$ cat src/rtl/elevator_scheduler.sv
// Collective (SCAN) elevator sequencer: walks the car floor by floor toward pending
// calls, opens the doors at called floors and requests a clear of the served call.
module elevator_scheduler #(
    parameter int unsigned NUM_FLOORS    = 8,
    parameter int unsigned TRAVEL_CYCLES = 4,
    parameter int unsigned DOOR_CYCLES   = 6
) (
    input  logic       clk,
    input  logic       reset,
    input  logic [7:0] call_mask,
    input  logic       door_hold,
    output logic [2:0] floor,
    output logic       dir_up,
    output logic       moving,
    output logic       door_open,
    output logic       clr_en,
    output logic [2:0] clr_floor
);

    localparam logic [1:0] ST_IDLE   = 2'd0;
    localparam logic [1:0] ST_MOVING = 2'd1;
    localparam logic [1:0] ST_ARRIVE = 2'd2;
    localparam logic [1:0] ST_DOORS  = 2'd3;

    localparam logic [7:0] TRAVEL_RELOAD = 8'(TRAVEL_CYCLES - 1);
    localparam logic [7:0] DOOR_RELOAD   = 8'(DOOR_CYCLES - 1);
    localparam logic [2:0] TOP_FLOOR     = 3'(NUM_FLOORS - 1);
    // Calls at floors that do not exist are ignored everywhere.
    localparam logic [7:0] VALID_MASK    = 8'((16'd1 << NUM_FLOORS) - 16'd1);

    logic [1:0] state_q, state_d;
    logic [2:0] floor_q, floor_d;
    logic       dir_up_q, dir_up_d;
    logic [7:0] timer_q, timer_d;
    logic       moving_q, door_open_q;

    logic [7:0] calls;
    logic       call_above, call_below, call_here, call_ahead;

    assign calls      = call_mask & VALID_MASK;
    assign call_here  = calls[floor_q];
    assign call_ahead = dir_up_q ? call_above : call_below;

    // Reduce the masked calls into above/below flags relative to the current floor.
    always_comb begin
        call_above = 1'b0;
        call_below = 1'b0;
        for (int i = 0; i < 8; i++) begin
            if (calls[i] && (i > int'(floor_q))) call_above = 1'b1;
            if (calls[i] && (i < int'(floor_q))) call_below = 1'b1;
        end
    end

    // SCAN next-state: keep direction while calls lie ahead, reverse only from IDLE.
    always_comb begin
        state_d  = state_q;
        floor_d  = floor_q;
        dir_up_d = dir_up_q;
        timer_d  = timer_q;
        case (state_q)
            ST_IDLE: begin
                if (call_here) begin
                    state_d = ST_DOORS;
                    timer_d = DOOR_RELOAD;
                end else if (call_ahead) begin
                    state_d = ST_MOVING;
                    timer_d = TRAVEL_RELOAD;
                end else if (call_above) begin
                    dir_up_d = 1'b1;
                    state_d  = ST_MOVING;
                    timer_d  = TRAVEL_RELOAD;
                end else if (call_below) begin
                    dir_up_d = 1'b0;
                    state_d  = ST_MOVING;
                    timer_d  = TRAVEL_RELOAD;
                end
            end
            ST_MOVING: begin
                if (timer_q == 8'd0) begin
                    // Saturating step; never leaves the served range.
                    if (dir_up_q) begin
                        if (floor_q != TOP_FLOOR) floor_d = floor_q + 3'd1;
                    end else begin
                        if (floor_q != 3'd0) floor_d = floor_q - 3'd1;
                    end
                    state_d = ST_ARRIVE;
                end else begin
                    timer_d = timer_q - 8'd1;
                end
            end
            ST_ARRIVE: begin
                if (call_here) begin
                    state_d = ST_DOORS;
                    timer_d = DOOR_RELOAD;
                end else if (call_ahead) begin
                    state_d = ST_MOVING;
                    timer_d = TRAVEL_RELOAD;
                end else begin
                    state_d = ST_IDLE;
                    timer_d = 8'd0;
                end
            end
            ST_DOORS: begin
                if (door_hold) begin
                    timer_d = DOOR_RELOAD;
                end else if (timer_q == 8'd0) begin
                    state_d = ST_IDLE;
                end else begin
                    timer_d = timer_q - 8'd1;
                end
            end
            default: begin
                state_d = ST_IDLE;
                timer_d = 8'd0;
            end
        endcase
    end

    // State registers; moving/door_open are registered decodes of the next state.
    always_ff @(posedge clk or negedge reset) begin
        if (!reset) begin
            state_q     <= ST_IDLE;
            floor_q     <= 3'd0;
            dir_up_q    <= 1'b1;
            timer_q     <= 8'd0;
            moving_q    <= 1'b0;
            door_open_q <= 1'b0;
        end else begin
            state_q     <= state_d;
            floor_q     <= floor_d;
            dir_up_q    <= dir_up_d;
            timer_q     <= timer_d;
            moving_q    <= (state_d == ST_MOVING) || (state_d == ST_ARRIVE);
            door_open_q <= (state_d == ST_DOORS);
        end
    end

    assign floor     = floor_q;
    assign dir_up    = dir_up_q;
    assign moving    = moving_q;
    assign door_open = door_open_q;
    // A call placed at the open floor is cleared without reopening the doors.
    assign clr_en    = door_open_q & calls[floor_q];
    assign clr_floor = floor_q;

endmodule

$ cat config.mk
export PLATFORM = sky130hd
export DESIGN_NAME = elevator_scheduler
export DESIGN_NICKNAME = d
export VERILOG_FILES = /design/src/rtl/elevator_scheduler.sv
export SDC_FILE = /design/constraint.sdc
export NUM_CORES = 1
export LEC_CHECK = 0
export BUFFER_PORTS_ARGS = -buffer_cell sky130_fd_sc_hd__buf_4
export CORE_MARGIN = 4
export CORE_UTILIZATION = 30
export DETAILED_ROUTE_END_ITERATION = 10
export MAX_ROUTING_LAYER = met4
export PLACE_DENSITY = 0.59
export SLEW_MARGIN = 20
export SYNTH_ARGS = -nofsm -noshare
export SYNTH_HDL_FRONTEND = slang
export SYNTH_SLANG_ARGS = --single-unit
$ cat constraint.sdc
create_clock -name clk -period 2.5 [get_ports clk]
set_input_delay 0.125 -clock clk [delete_from_list [all_inputs] [get_ports clk]]
set_output_delay 0.125 -clock clk [all_outputs]
set_load 0.005 [all_outputs]
Word-level counts from Yosys, hierarchy flattened
Index checks and enable logic that the tools add are counted.
Widths: inputs -> output; s select.
{"block": "totals", "reg_bits": 16, "wordCells": 99}
{"block": "op_classes", "addsub": 3, "order_cmp": 15, "eq_ne": 9, "mux": 41, "bitwise_logic": 3, "reduce_logical": 22}
{"operator": "$mux 8", "n": 6}
{"operator": "$pmux 8 s4", "n": 1}
{"operator": "$mux 1", "n": 19}
{"operator": "$mux 2", "n": 9}
{"operator": "$logic_and 1x1->1", "n": 14}
{"operator": "$gt 3x3->1 const A", "n": 4}
{"operator": "$mux 3", "n": 4}
{"operator": "$lt 3x3->1 const A", "n": 3}
{"operator": "$eq 2x2->1 const B", "n": 4}
{"operator": "$logic_not 8->1", "n": 1}
{"operator": "$pmux 2 s4", "n": 1}
{"operator": "$reduce_and 4->1", "n": 2}
{"operator": "$sub 8x1->8 const B", "n": 1}
{"operator": "$gt 2x3->1 const A", "n": 2}
{"operator": "$lt 1x3->1 const A", "n": 2}
{"operator": "$lt 2x3->1 const A", "n": 2}
{"operator": "$ne 5x5->1 const B", "n": 1}
{"operator": "$eq 2x1->1 const B", "n": 2}
{"operator": "$lt 3x4->1 const B", "n": 1}
{"operator": "$reduce_bool 2->1", "n": 2}
{"operator": "$add 3x1->3 const B", "n": 1}
{"operator": "$bmux 1 s3", "n": 1}
{"operator": "$gt 1x3->1 const A", "n": 1}
{"operator": "$ne 3x3->1 const B", "n": 1}
{"operator": "other kinds (7)", "n": 8}

Logic depth before layout (Yosys ltp)
Gate-level depths: netlist of the first run.
{"block": "logic_depth", "ltp_word": 16, "ltp_mapped": 9, "mapped_depth_nobuf": 9}

Least setup slack after synthesis of the first run
No wires, ideal clock.
{"block": "synth_path", "kind": "flip-flop to flip-flop", "startpoint": "reg floor_q[2] (netlist: clr_floor[2])", "endpoint": "reg moving_q (netlist: moving)", "setup_time_ns": 0.126, "arrival_time_ns": 2.035, "required_ns": 2.374, "path_slack_ns": 0.339, "path_stages_with_launch": 9, "period_less_slack_ns": 2.161, "cell_sequence": "dfrtp_1 > buf_6 > mux4_2 > mux2_4 > nor3_4 > inv_1 > o21ai_0 > o21ai_0 > ha_1"}
{"block": "synth_via", "elab_chain_cells": 16, "elab_cells_between_ends": 55}
{"item": "start: declaration", "line": "32", "text": "logic [2:0] floor_q, floor_d;"}
{"item": "start signal: assignment", "line": "130", "text": "floor_q <= floor_d;"}
{"item": "$lt 1x3->1", "line": "50", "text": "if (calls[i] && (i < int'(floor_q))) call_below = 1'b1;"}
{"item": "$logic_and 1x1->1", "line": "50"}
{"item": "$mux 1 (7 in a row)", "line": "50"}
{"item": "$mux 2", "line": "72", "text": "end else if (call_below) begin"}
{"item": "$mux 2", "line": "68", "text": "end else if (call_above) begin"}
{"item": "$mux 2", "line": "65", "text": "end else if (call_ahead) begin"}
{"item": "$mux 2", "line": "62", "text": "if (call_here) begin"}
{"item": "$pmux 2 s4 *", "line": "60", "text": "case (state_q)"}
{"item": "$eq 2x1->1 or $eq 2x2->1 (tied branches)", "line": "133", "text": "moving_q <= (state_d == ST_MOVING) || (state_d == ST_ARRIVE);"}
{"item": "$logic_or 1x1->1 *", "line": "133"}
{"item": "end signal: assignment", "line": "133"}
{"item": "end: declaration", "line": "35", "text": "logic moving_q, door_open_q;"}
Every way passes the cells marked *; elsewhere a longest branch is shown, timed or not. The select of a mux whose other input is x is not followed.
A chain may end at the register's enable or synchronous reset.

Worst setup path after layout of the first run
{"block": "layout_path", "startpoint": "reg floor_q[0] (netlist: clr_floor[0])", "endpoint": "reg moving_q (netlist: moving)"}
The elaborated chain is that of the path after synthesis.

==> run summary, run 1 <==
TIMING
-------------------------------------------------------------------------------
Fraction of the cycle the final worst path needs                          91.0%
Hold Vio Cnt, Final                                                           0
Skew final                                                           0.00193 ns
Max frequency                                                         0.440 GHz
Final worst-path setup slack                                           0.226 ns
Worst max-slew margin expressed relative to the limit                     65.9%
Shortest clock period the worst path allows after layout                2.27 ns
Slew at the pin with the worst max-slew slack                          0.509 ns
Setup repair after global routing missed its margin                       false
Number of pins with negative max-slew slack in the final report               0
TNS Setup                                                                  0 ns
Final setup vio count                                                         0

FLOORPLANNING
-------------------------------------------------------------------------------
Area of the core                                                   0.00369 sq mm
Full die area                                                      0.00493 sq mm
Row count                                                                    22
Chip height                                                             70.2 um
DIE WIDTH                                                               70.2 um
I/O pin cnt                                                                  21
Initial Util                                                              31.4%

POWER AND IR DROP
-------------------------------------------------------------------------------
P_sw                                                                     664 uW
Proportion of total power due to net switching                            41.3%
Leakage Power                                                          0.611 nW
Clock power frac                                                          14.5%
Internal Pwr Total                                                       943 uW
Power Dens Cells                                                   1150 mW/mm^2
Pwr Total                                                               1.61 mW
Worst voltage drop across the vdd grid                               0.000470 V
Sequential power share                                                    32.4%
Combinational share of power                                              53.1%

SYNTH
-------------------------------------------------------------------------------
Synth top area cells                                               sky130_fd_sc_hd__dfrtp_1 32%, sky130_fd_sc_hd__o21ai_0 7.3%, sky130_fd_sc_hd__ha_1 6.5%, sky130_fd_sc_hd__nor2_1 3.9%, sky130_fd_sc_hd__a21oi_1 3.0%
Area share of the largest cell type after synthesis                       32.4%
Number of nets produced by synthesis                                        144
List of most frequent post-synthesis cells                         17 x sky130_fd_sc_hd__o21ai_0, 15 x sky130_fd_sc_hd__dfrtp_1, 12 x sky130_fd_sc_hd__nor2_1, 9 x sky130_fd_sc_hd__inv_1
Largest area contributor in the netlist                            sky130_fd_sc_hd__dfrtp_1
Seq/Total Area, Yosys                                                     34.6%
Syn Inst Count                                                              127
Mapped cell area                                                   0.00116 sq mm
Commonest register cell after synthesis                            sky130_fd_sc_hd__dfrtp_1
Number of synthesized flops with an enable pin                                0
Async set-reset flop share out of synthesis                                100%
Synthesized area per cell                                            9.13 sq um
Most instantiated library cell after synthesis                     sky130_fd_sc_hd__o21ai_0
Cell variety after synth                                                     41
Total number of yosys warnings                                                0
Flop and latch count out of synthesis                                        16

PLACED DESIGN
-------------------------------------------------------------------------------
Global placement routability congestion                                   0.896
Worst slack, placed                                                   0.0887 ns
DP HPWL                                                                 2030 um
Number of buffers inserted by port buffering                                 20
Total placed cells including tap cells                                      190

WORST SETUP PATH
-------------------------------------------------------------------------------
Class of the most critical setup path                              register to register
Type of destination of the critical path                               register
Register-to-register setup slack                                        0.23 ns
WP data required                                                        2.64 ns
CP Launch Type                                                         register
CP Data Arrival Time                                                    2.41 ns
Maximum fanout along the worst path                                           7

CLOCKING
-------------------------------------------------------------------------------
CTS Root Cell                                                      sky130_fd_sc_hd__clkbuf_8
Number of buffers created by CTS                                              3
H-Tree Depth                                                                  1
Clock network latency to the later pin of the worst-skew pair           0.25 ns
Clock tree from TritonCTS                                                  done
Clock Path Buffers                                                            2
Setup Buffers After CTS                                                       0
Sink count of the clock tree                                                 16
Clock transition at path regs                                           0.07 ns

GLOBAL ROUTE
-------------------------------------------------------------------------------
First-pass GRT wire length                                              4620 um
Maximum number of pins on one net before global-route repair                 17
Initial antenna violation count                                               0
Total routing usage reported by global routing                            11.9%
Final global-route overflow total                                             0
Via count of the first global-routing pass                                  979

RUN STATUS
-------------------------------------------------------------------------------
Status                                                                completed

FINISH
-------------------------------------------------------------------------------
Final #Nets                                                                 165
Multi-input gate area in the final layout                             671 sq um
Final core utilization                                                    37.9%
Layout-stage area growth over the synthesis result                        20.5%
Filler Cell Count                                                           387
Number of diodes added for antenna fixing                                     0
FF+latch area                                                         403 sq um
Layout cells sized above 1                                                25.9%
Number of standard cells in the layout, taps in and fillers out             195

DETAILED ROUTING
-------------------------------------------------------------------------------
WL final                                                                2570 um
DRC                                                                           0
Number of DRC markers after the initial detailed-route iteration             39
Vias per std cell                                                          5.15
Routed wire per std cell                                                13.2 um
Post-detailed-route count of antenna-violating nets                           0
DR pass1 iterations                                                           4
Vias after detailed routing                                                1004

JOB
-------------------------------------------------------------------------------
# Max-Cap Violations                                                          0

HOLD PATH
-------------------------------------------------------------------------------
Class of the worst hold path                                       input pin to async pin

-- power by group through the flow --
stage / sequential, mW / clock, mW / combinational [mW]
6_report: 0.520 / 0.234 / 0.853
5_1_grt: 0.542 / 0.254 / 0.979
4_1_cts: 0.519 / 0.242 / 0.863
3_5_place_dp: 0.521 / 0 / 0.859
3_3_place_gp: 0.516 / 0 / 0.849
2_1_floorplan: 0.481 / 0 / 0.648
-- cells in the final DEF (no fill, tap or decap), types with 2 or more instances in the layout --
master / count
sky130_fd_sc_hd__nand2b_1: 3
sky130_fd_sc_hd__nand3b_1: 2
sky130_fd_sc_hd__and4_1: 2
sky130_fd_sc_hd__o21ai_0: 16
sky130_fd_sc_hd__dfrtp_1: 14
sky130_fd_sc_hd__clkbuf_8: 4
sky130_fd_sc_hd__o211ai_1: 2
sky130_fd_sc_hd__nand3_1: 3
sky130_fd_sc_hd__a22oi_1: 2
sky130_fd_sc_hd__a211oi_1: 3
sky130_fd_sc_hd__buf_4: 22
sky130_fd_sc_hd__xnor2_1: 4
sky130_fd_sc_hd__nor2b_1: 2
sky130_fd_sc_hd__o31ai_1: 2
sky130_fd_sc_hd__nor2_1: 12
sky130_fd_sc_hd__inv_1: 8
sky130_fd_sc_hd__ha_1: 6
sky130_fd_sc_hd__a21oi_1: 7
sky130_fd_sc_hd__nand2_1: 7
sky130_fd_sc_hd__nor3_4: 2
sky130_fd_sc_hd__nor3_1: 2
-- routing by layer --
layer | global-route usage, % | part of all wire, %
met5 | - | 0
met4 | 3.83 | 1.4
met3 | 2.59 | 4.2
met2 | 17.9 | 45
met1 | 15.9 | 50
-- cell type report --
class | instances | area share, %
Clock buffer | 4 | 3.94
Inverter | 9 | 2.42
Multi-Input combinational cell | 95 | 48.0
Sequential cell | 16 | 28.8
Tap cell | 48 | 4.30
Timing Repair Buffer | 23 | 12.5
-- kinds of logic (layout without fill, tap and decap cells) --
| family | Yosys count | in the layout | synth area share [%] |
|---|---|---|---|
| adders and majority gates | 6 | 6 | 6.47 |
| AOI/OAI and AO/OA | 39 | 39 | 20.7 |
| and+or+nand+nor | 43 | 43 | 22.1 |
| DFF | 16 | 16 | 34.6 |
| buffers and inverters | 16 | 36 | 7.55 |
| xor gates and xnor gates | 4 | 4 | 3.02 |
| muxes | 3 | 3 | 5.50 |
-- critical path, stage by stage (launching register included) --
cell and delay, ns:
sky130_fd_sc_hd__dfrtp_2 0.46, sky130_fd_sc_hd__inv_1 0.22, sky130_fd_sc_hd__ha_1 0.21, sky130_fd_sc_hd__inv_1 0.05, sky130_fd_sc_hd__a211oi_1 0.22, sky130_fd_sc_hd__o311a_1 0.24
sky130_fd_sc_hd__a22oi_1 0.12, sky130_fd_sc_hd__o21ai_0 0.23, sky130_fd_sc_hd__o21ai_0 0.13, sky130_fd_sc_hd__ha_1 0.28
-- registers in the layout, summed over array words and instances, names as in the netlist --
| name | flops |
|---|---|
| clr_floor | 3 |
| state_q | 2 |
| dir_up | 1 |
| moving | 1 |
| door_open | 1 |
| timer_q | 8 |
-- what timing repair did --
item / CTS / global route
hold endpoints to repair: 16 / 0
hold buffers: 1 / 0
gates resized for setup: 0 / 3
endpoints found under the setup margin: 0 / 1
-- path summary, 6_finish.rpt --
kind	startpoint	endpoint	cells after the start
hold reg to reg	timer_q[6]	timer_q[6]	1
hold / removal	reset	timer_q[7]	2
setup / recovery	clr_floor[0]	moving	9
max in group asynchronous	reset	dir_up	2
min in group clk	door_hold	timer_q[2]	5
setup reg to reg	clr_floor[0]	moving	9
-- through the flow --
stage / cell area [sq um] / hold WS [ns]
after floorplan: 1160 / -0.171
after global routing: 1400 / 0.308
final: 1400 / 0.270
after global placement: 1330 / 0.00366
after detailed placement: 1330 / 0.00768
after CTS: 1400 / 0.278
No activity file was read; power rests on OpenSTA's default activity.
==> run 2, diff against run 1 <==
--- a/config.mk
+++ b/config.mk
@@ -9,8 +9,9 @@
 export CORE_MARGIN = 4
 export CORE_UTILIZATION = 30
 export DETAILED_ROUTE_END_ITERATION = 10
+export GPL_TIMING_DRIVEN = 0
 export MAX_ROUTING_LAYER = met4
-export PLACE_DENSITY = 0.59
+export PLACE_DENSITY = 0.61
 export SLEW_MARGIN = 20
 export SYNTH_ARGS = -nofsm -noshare
 export SYNTH_HDL_FRONTEND = slang
==> constraint.sdc (replaced) <==
create_clock -name clk -period 2.06 [get_ports clk]
set_input_delay 0.103 -clock clk [delete_from_list [all_inputs] [get_ports clk]]
set_output_delay 0.103 -clock clk [all_outputs]
set_load 0.005 [all_outputs]
==> run 2 against run 1 <==
  * The flow now finishes with violations (negative setup slack)
  * Clock-buffer cell count did not move
  * First-iteration DRC count is 26% lower
  * Sequential power increased by 18%
  * Setup slack worse by 0.33 ns
  * Via count is 12% higher
  * Sequential cell count is the same
  * Non-clock buffer count up 23
  * Clock skew increased by 0.0038 ns
  * Sequential share of layout area decreased by 4.6 points
  * Register-to-register slack worse by 0.33 ns
==> run summary, run 2 (synthesized netlist as in run 1, its figures left out) <==
RUN STATUS
-------------------------------------------------------------------------------
Status                                                             complete, but fails checks
Failing checks                                                     negative setup slack

TIMING
-------------------------------------------------------------------------------
Max frequency                                                         0.462 GHz
Worst max-slew margin expressed relative to the limit                     72.4%
Skew final                                                           0.00576 ns
Number of pins with negative max-slew slack in the final report               0
Worst Hold Margin                                                      0.248 ns
Slew at the pin with the worst max-slew slack                          0.414 ns
Fraction of the cycle the final worst path needs                           105%
Setup repair after global routing missed its margin                        true
TNS Setup                                                             -0.431 ns
Hold Vio Cnt, Final                                                           0
Final worst-path setup slack                                          -0.106 ns
Final setup vio count                                                         9
Shortest clock period the worst path allows after layout                2.17 ns

WORST SETUP PATH
-------------------------------------------------------------------------------
Type of destination of the critical path                               register
WP data required                                                        2.19 ns
CP Launch Type                                                         register
CP Data Arrival Time                                                    2.30 ns
WP buf/inv                                                                    2
Sequence of cells on the critical path                             buf_6 -> mux4_2 -> mux2_4 -> nor3_4 -> and4_1 -> buf_6 -> or4b_4 -> nand3_2
Crit-path slowest cell                                             sky130_fd_sc_hd__mux4_2
Cell type with the highest occurrence count on the critical path   sky130_fd_sc_hd__buf_6
Class of the most critical setup path                              register to register
Delay of the slowest critical-path stage                                0.47 ns
Maximum fanout along the worst path                                           7
Crit path max-delay family                                         multiplexers

FLOORPLANNING
-------------------------------------------------------------------------------
I/O pin cnt                                                                  21
Area of the core                                                   0.00369 sq mm
Full die area                                                      0.00493 sq mm
Chip height                                                             70.2 um
DIE WIDTH                                                               70.2 um
Initial Util                                                              31.4%
Row count                                                                    22

DETAILED ROUTING
-------------------------------------------------------------------------------
WL final                                                                3090 um
DRC                                                                           0
Routed wire per std cell                                                14.2 um
Post-detailed-route count of antenna-violating nets                           0
Vias per std cell                                                          5.16
Vias after detailed routing                                                1125
Number of DRC markers after the initial detailed-route iteration             29
DR pass1 iterations                                                           4

PLACED DESIGN
-------------------------------------------------------------------------------
Global placement routability congestion                                   0.853
Total placed cells including tap cells                                      195
Number of buffers inserted by port buffering                                 20
DP Area                                                            0.00137 sq mm
DP HPWL                                                                 2090 um
Worst slack, placed                                                   -0.425 ns

CLOCKING
-------------------------------------------------------------------------------
Sink count of the clock tree                                                 16
CTS Root Cell                                                      sky130_fd_sc_hd__clkbuf_8
Clock transition at path regs                                           0.07 ns
Clock network latency to the later pin of the worst-skew pair           0.25 ns
Clock Path Buffers                                                            2
Clock tree from TritonCTS                                                  done
Number of buffers created by CTS                                              3
H-Tree Depth                                                                  1

FINISH
-------------------------------------------------------------------------------
Layout cells sized above 1                                                51.8%
Final #Nets                                                                 188
Most frequent cells in the layout                                  42 x sky130_fd_sc_hd__buf_4, 12 x sky130_fd_sc_hd__dfrtp_1, 11 x sky130_fd_sc_hd__nor2_1
Number of flip-flops in the largest register                                  8
Commonest non-fill, non-tap cell in the layout                     sky130_fd_sc_hd__buf_4
Layout-stage area growth over the synthesis result                        44.3%
Register with the most flip-flops                                       timer_q
Number of diodes added for antenna fixing                                     0
Filler Cell Count                                                           362
Layout Cell Area excl Fill                                         0.00167 sq mm
Final core utilization                                                    45.4%
Number of standard cells in the layout, taps in and fillers out             218

GLOBAL ROUTE
-------------------------------------------------------------------------------
Final global-route overflow total                                             0
Total routing usage reported by global routing                            12.5%
Initial antenna violation count                                               0
Maximum number of pins on one net before global-route repair                 17
Via count of the first global-routing pass                                 1050
First-pass GRT wire length                                              4880 um

POWER AND IR DROP
-------------------------------------------------------------------------------
Power Dens Cells                                                   1450 mW/mm^2
Worst voltage drop across the vdd grid                               0.000691 V
Pwr Total                                                               2.42 mW
Leakage Power                                                          0.732 nW

JOB
-------------------------------------------------------------------------------
# Max-Cap Violations                                                          0

HOLD PATH
-------------------------------------------------------------------------------
Class of the worst hold path                                       input pin to async pin

## run 2: final cells by class
cell class / instances / area (sq um) / area share, %
Multi-Input combinational cell: 95 / 763 / 45.6
Sequential cell: 16 / 405 / 24.2
Timing Repair Buffer: 40 / 303 / 18.1
Tap cell: 48 / 60.1 / 3.59
Clock buffer: 4 / 55.1 / 3.29
Buffer: 6 / 48.8 / 2.91
Inverter: 9 / 38.8 / 2.32
## run 2: final timing paths
| check | start | cells past startpoint | slack [ns] | to |
|---|---|---|---|---|
| setup / recovery | clr_floor[2] | 8 | -0.11 | timer_q[0] |
| min in group clk | door_hold | 5 | 0.26 | timer_q[2] |
| max in group asynchronous | reset | 2 | 1.56 | dir_up |
| setup reg to reg | clr_floor[2] | 8 | -0.11 | timer_q[0] |
| hold reg to reg | timer_q[2] | 2 | 0.53 | timer_q[2] |
| hold / removal | reset | 2 | 0.25 | timer_q[2] |
## run 2: power breakdown
part,internal [mW],leakage [nW],switching [mW]
Combinational,0.796,0.511,0.733
Sequential,0.464,0.192,0.148
Clock,0.169,0.0288,0.109
Total,1.43,0.732,0.991
## run 2: timing repair
item                                   4_1_cts  5_1_grt
setup buffers                               11        8
endpoints found under the hold margin       16        0
pin swaps                                    5       12
hold buffers                                 1        0
setup endpoints to repair                   13       14
resized for setup                           14       29
## run 2: layer usage
metal / track usage, % / routed length [um]
met1: 14.1 / 1260
met2: 21.7 / 1700
met3: 3.31 / 127
met4: 3.40 / 3
met5: - / 0
